File: config.mk
export PLATFORM = sky130hd
export DESIGN_NAME = uart_tx
export DESIGN_NICKNAME = d
export VERILOG_FILES = /design/src/rtl/uart_tx.sv
export SDC_FILE = /design/constraint.sdc
export NUM_CORES = 1
export LEC_CHECK = 0
export BUFFER_PORTS_ARGS = -buffer_cell sky130_fd_sc_hd__buf_2
export CAP_MARGIN = 20
export CORE_AREA = 3 3 59 61
export DETAILED_ROUTE_END_ITERATION = 8
export DIE_AREA = 0 0 62 64
export HOLD_SLACK_MARGIN = 0.02
export PLACE_DENSITY = 0.73
export SLEW_MARGIN = 20
export SYNTH_ARGS = -nofsm -noshare
export SYNTH_HDL_FRONTEND = slang
export SYNTH_SLANG_ARGS = --single-unit
export TNS_END_PERCENT = 20
File: constraint.sdc
create_clock -name clk -period 1.8 [get_ports clk]
set_clock_uncertainty 0.15 [all_clocks]
set_input_delay 0.09 -clock clk [delete_from_list [all_inputs] [get_ports clk]]
set_output_delay 0.09 -clock clk [all_outputs]
set_load 0.005 [all_outputs]
File: src/rtl/uart_tx.sv
// uart_tx: 16x-oversampled UART transmitter, even parity, one-entry hold register.
// Define UART_TX_TWO_STOP_EN to send two stop bits per frame.
module uart_tx #(
    parameter int DATABITS = 8
) (
    input  logic                clk,
    input  logic                reset,
    input  logic                baud16,
    input  logic                tx_start,
    input  logic [DATABITS-1:0] tx_data,
    output logic                tx_ready,
    output logic                tx_busy,
    output logic                tx_line,
    output logic                tx_done
);

    localparam logic [2:0] IDLE   = 3'd0;
    localparam logic [2:0] START  = 3'd1;
    localparam logic [2:0] DATA   = 3'd2;
    localparam logic [2:0] PARITY = 3'd3;
    localparam logic [2:0] STOP   = 3'd4;
`ifdef UART_TX_TWO_STOP_EN
    localparam logic [2:0] STOP2  = 3'd5;
`endif
    localparam logic [3:0] LAST_BIT = 4'(DATABITS - 1);

    logic [2:0]          state, state_n;
    logic [3:0]          tick_cnt, tick_n;
    logic [3:0]          bit_cnt, bit_n;
    logic [DATABITS-1:0] shift_reg, shift_n;
    logic [DATABITS-1:0] hold_reg;
    logic                parity_reg, parity_n;
    logic                hold_valid, hold_valid_n;
    logic                accept, bit_end, last_end, load, line_n;

    assign tx_ready = !hold_valid;
    assign accept   = tx_start && !hold_valid;
    assign bit_end  = baud16 && (tick_cnt == 4'd15);

`ifdef UART_TX_TWO_STOP_EN
    assign last_end = (state == STOP2) && bit_end;
`else
    assign last_end = (state == STOP) && bit_end;
`endif

    // Reload from hold either when idle or right as the final stop bit ends.
    assign load = hold_valid && ((state == IDLE) || last_end);

    always_comb begin
        state_n  = state;
        tick_n   = tick_cnt;
        bit_n    = bit_cnt;
        shift_n  = shift_reg;
        parity_n = parity_reg;
        if ((state != IDLE) && baud16) begin
            tick_n = tick_cnt + 4'd1;
        end
        case (state)
            START: begin
                if (bit_end) state_n = DATA;
            end
            DATA: begin
                if (bit_end) begin
                    shift_n = shift_reg >> 1;
                    bit_n   = bit_cnt + 4'd1;
                    if (bit_cnt == LAST_BIT) state_n = PARITY;
                end
            end
            PARITY: begin
                if (bit_end) state_n = STOP;
            end
`ifdef UART_TX_TWO_STOP_EN
            STOP: begin
                if (bit_end) state_n = STOP2;
            end
            STOP2: begin
                if (bit_end) state_n = IDLE;
            end
`else
            STOP: begin
                if (bit_end) state_n = IDLE;
            end
`endif
            default: state_n = IDLE;
        endcase
        if (load) begin
            state_n  = START;
            tick_n   = 4'd0;
            bit_n    = 4'd0;
            shift_n  = hold_reg;
            parity_n = ^hold_reg;
        end
        hold_valid_n = accept ? 1'b1 : (load ? 1'b0 : hold_valid);
        case (state_n)
            START:   line_n = 1'b0;
            DATA:    line_n = shift_n[0];
            PARITY:  line_n = parity_n;
            default: line_n = 1'b1;
        endcase
    end

    always_ff @(posedge clk or negedge reset) begin
        if (!reset) begin
            state      <= IDLE;
            tick_cnt   <= 4'd0;
            bit_cnt    <= 4'd0;
            shift_reg  <= '0;
            hold_reg   <= '0;
            parity_reg <= 1'b0;
            hold_valid <= 1'b0;
            tx_line    <= 1'b1;
            tx_busy    <= 1'b0;
            tx_done    <= 1'b0;
        end else begin
            state      <= state_n;
            tick_cnt   <= tick_n;
            bit_cnt    <= bit_n;
            shift_reg  <= shift_n;
            parity_reg <= parity_n;
            hold_valid <= hold_valid_n;
            if (accept) hold_reg <= tx_data;
            tx_line    <= line_n;
            tx_busy    <= (state_n != IDLE) || hold_valid_n;
            tx_done    <= last_end;
        end
    end

endmodule

==> impl_results.md <==
- Post-synthesis sequential area ratio: 53.06%
- Die area: 0.003968 sq mm
- Share of cells above drive strength 1: between 30% and 40%
- Req. time, crit path: 1900 ps
- Ys flop type: dfrtp_1
- Relative slew slack: ~54%
- Final Instance Area: 0.001981 sq mm
- Synthesized flop and latch total: 32
- Avg WL per Cell: between 10 and 15 microns
- Initial drt markers: 65
- Reg clk slew, reported paths: around 110 ps
- Avg Vias per Cell: 5.149
- Area growth syn-to-layout: 31.04%
- YS warnings: 0
- Hold endpoint: tick_cnt[0]$_DFFE_PN0P_
- Num CTS Buffers: 5
- Max clock buf depth: 2
- Vias after detailed routing: 1107
- Syn_nets: 140
- Final setup violation count: 0
- Top cell type's share of synthesized area: 51.32%
- Peak VDD IR: about 0.00097 V
- Clock latency on the worst-skew pair: about 350 ps
- Commonest cells after routing, fill and taps aside: 31 x dfrtp_1, 15 x buf_2, 15 x buf_4
- CP arrival: 1890 ps
- Post-synth top area cell: dfrtp_1
- Total negative slack: 0 ps
- First-pass GRT wire length: 4892 microns
- Tcrit/Tclk final: 99.68%
- Antenna violation net count after detailed routing: 0
- Reg2reg setup slack: 6 ps
- RR Endpoint: shift_reg[0]$_DFF_PN0_
- Crit path max fanout: 3
- Total GRT Usage: roughly 17%
- WS Path Type: reg -> reg
- Maximum clock rate: 557.3 MHz
- Fin crit period: 1794 ps
- Filler cells: 216
- Synth Area per Inst: 12.00 sq um
- RR Startpoint: tick_cnt[1]$_DFFE_PN0P_
- Actual slew at the worst max-slew pin: between 600 and 700 ps
- Reg2reg path depth: 5
- Reg area: between 800 and 900 sq um
- Final Max Tran Viols: 0
- Initial antenna violation count: 0
- Pin count of the biggest net entering global routing: 33
- Final net count: 184
- Initial core utilization: 49.92%
- Multi-input logic area: 694.4 sq um
- Leakage: 0.9221 nW
- CP startpoint kind: flip-flop
- H-Tree Depth: 2
- Post-synthesis cell count: about 130
- Die W: 62 microns
- DRC viols: 0
- TritonCTS sink count: 32
- Num rows: 20
- Status: finished clean
- Total gr overflow: 0
- HP Class: in -> reg
- Port Buffers: 15
- RSZ-0062 raised after global routing: true
- Gpl congestion: approximately 0.8
- CTS tree: yes
- Mapped cell area: between 0.0015 and 0.002 sq mm
- Drt pass-1 iters: 4
- Hold Crit Depth: 4
- Core Area: 0.003028 sq mm
- Commonest non-fill, non-tap cell in the layout: dfrtp_1
- Post-synth ARST share: 100.0%
- Die height: 64 microns
- Hold Startpoint: baud16
- Hpwl dp: 1939 microns
- DP Area: 0.001707 sq mm
- Inserted Diodes: 0
- Max Cap Viol: 0
- Root buf cell: clkbuf_4
- Synth area leaders: dfrtp_1 51%, mux2_2 6.7%, xnor2_1 5.8%
- Synth unique cells: 36
- Hold Fails Final Rpt: 0
- Routed WL: 2957 microns
- IO Pins: 16
- Crit. End Element: flip-flop
- PwrDens: approximately 1500 mW/mm^2
- Vias in the first global route: between 1000 and 1500
- Number of synthesized flops with an enable pin: 0
[synth_stat cells (3+ instances only)]
cell / number
dfrtp_1: 31
nor2_1: 13
xnor2_1: 10
mux2_2: 9
a21o_1: 6
a22o_1: 6
nand3_1: 4
o21ai_0: 4
buf_2: 3
mux2i_1: 3
nand2_1: 3
xor2_1: 3
[what timing repair did]
action                                  4_1_cts  5_1_grt
hold buffers                                 10        0
pin swaps                                     2        6
hold endpoints to repair                     41        0
endpoints found under the setup margin        8        9
setup buffers                                 4        3
resized for setup                             3        3
cloned                                        0        0
[per-stage QoR]
stage	setup slack (ps)	hold WS, ps	util [%]	total power, W	instances
after CTS	-12.86	82.19	64.21	0.002967	212
after global placement	-41.72	9.947	56.36	0.002283	190
after floorplan	-9.316	-355.6	-	0.002034	126
final	5.731	109.1	65.41	0.002979	215
after global routing	-79.20	113.8	65.41	0.003192	215
after detailed placement	-89.27	21.08	56.36	0.002328	190
[layout make-up]
type	instances	area share, %
inverters	2	0.3790
clock buffers	5	1.895
repair buffers	44	17.25
well taps	44	2.780
multi-input cells	85	35.06
flip-flops and latches	32	40.49
clock inverters	3	2.148
[routing by layer]
layer	vias to the layer above	wire [microns]	GRT usage [%]
met5	-	0	0
met4	0	81	9.284
met3	15	158	6.667
met2	37	1430	25.00
met1	519	1286	20.77
li1	536	-	-
[power breakdown]
part,switching (W),internal (W)
sequential,0.000240,0.000999
clock,0.000261,0.000289
combinational,0.000498,0.000691
[cell families after synthesis]
kind of cell / after synthesis / share of synthesized area (%)
buf+inv: 9 / 3.229
simple gates: 36 / 13.74
compound gates: 22 / 12.09
xor+xnor: 13 / 7.533
fa+ha+maj: 2 / 1.655
mux: 12 / 8.692
flops: 32 / 53.06
[critical path, cell delays in order (launching register included)]
cell	delay [ps]
dfrtp_1	410
ha_4	170
nand4_4	120
a2111oi_4	360
buf_4	210
mux2_4	290
[worst max-delay path by stage]
| stage | end | start | cells past startpoint |
|---|---|---|---|
| final | shift_reg[0]$_DFF_PN0_ | tick_cnt[1]$_DFFE_PN0P_ | 5 |
| after global routing | tx_line$_DFF_PN1_ | tick_cnt[1]$_DFFE_PN0P_ | 6 |
| after CTS | shift_reg[0]$_DFF_PN0_ | tick_cnt[0]$_DFFE_PN0P_ | 5 |
| after detailed placement | shift_reg[0]$_DFF_PN0_ | tick_cnt[1]$_DFFE_PN0P_ | 5 |
| after global placement | shift_reg[0]$_DFF_PN0_ | tick_cnt[1]$_DFFE_PN0P_ | 5 |
| after floorplan | shift_reg[0]$_DFF_PN0_ | tick_cnt[0]$_DFFE_PN0P_ | 5 |
No activity file was read; power rests on OpenSTA's default activity.
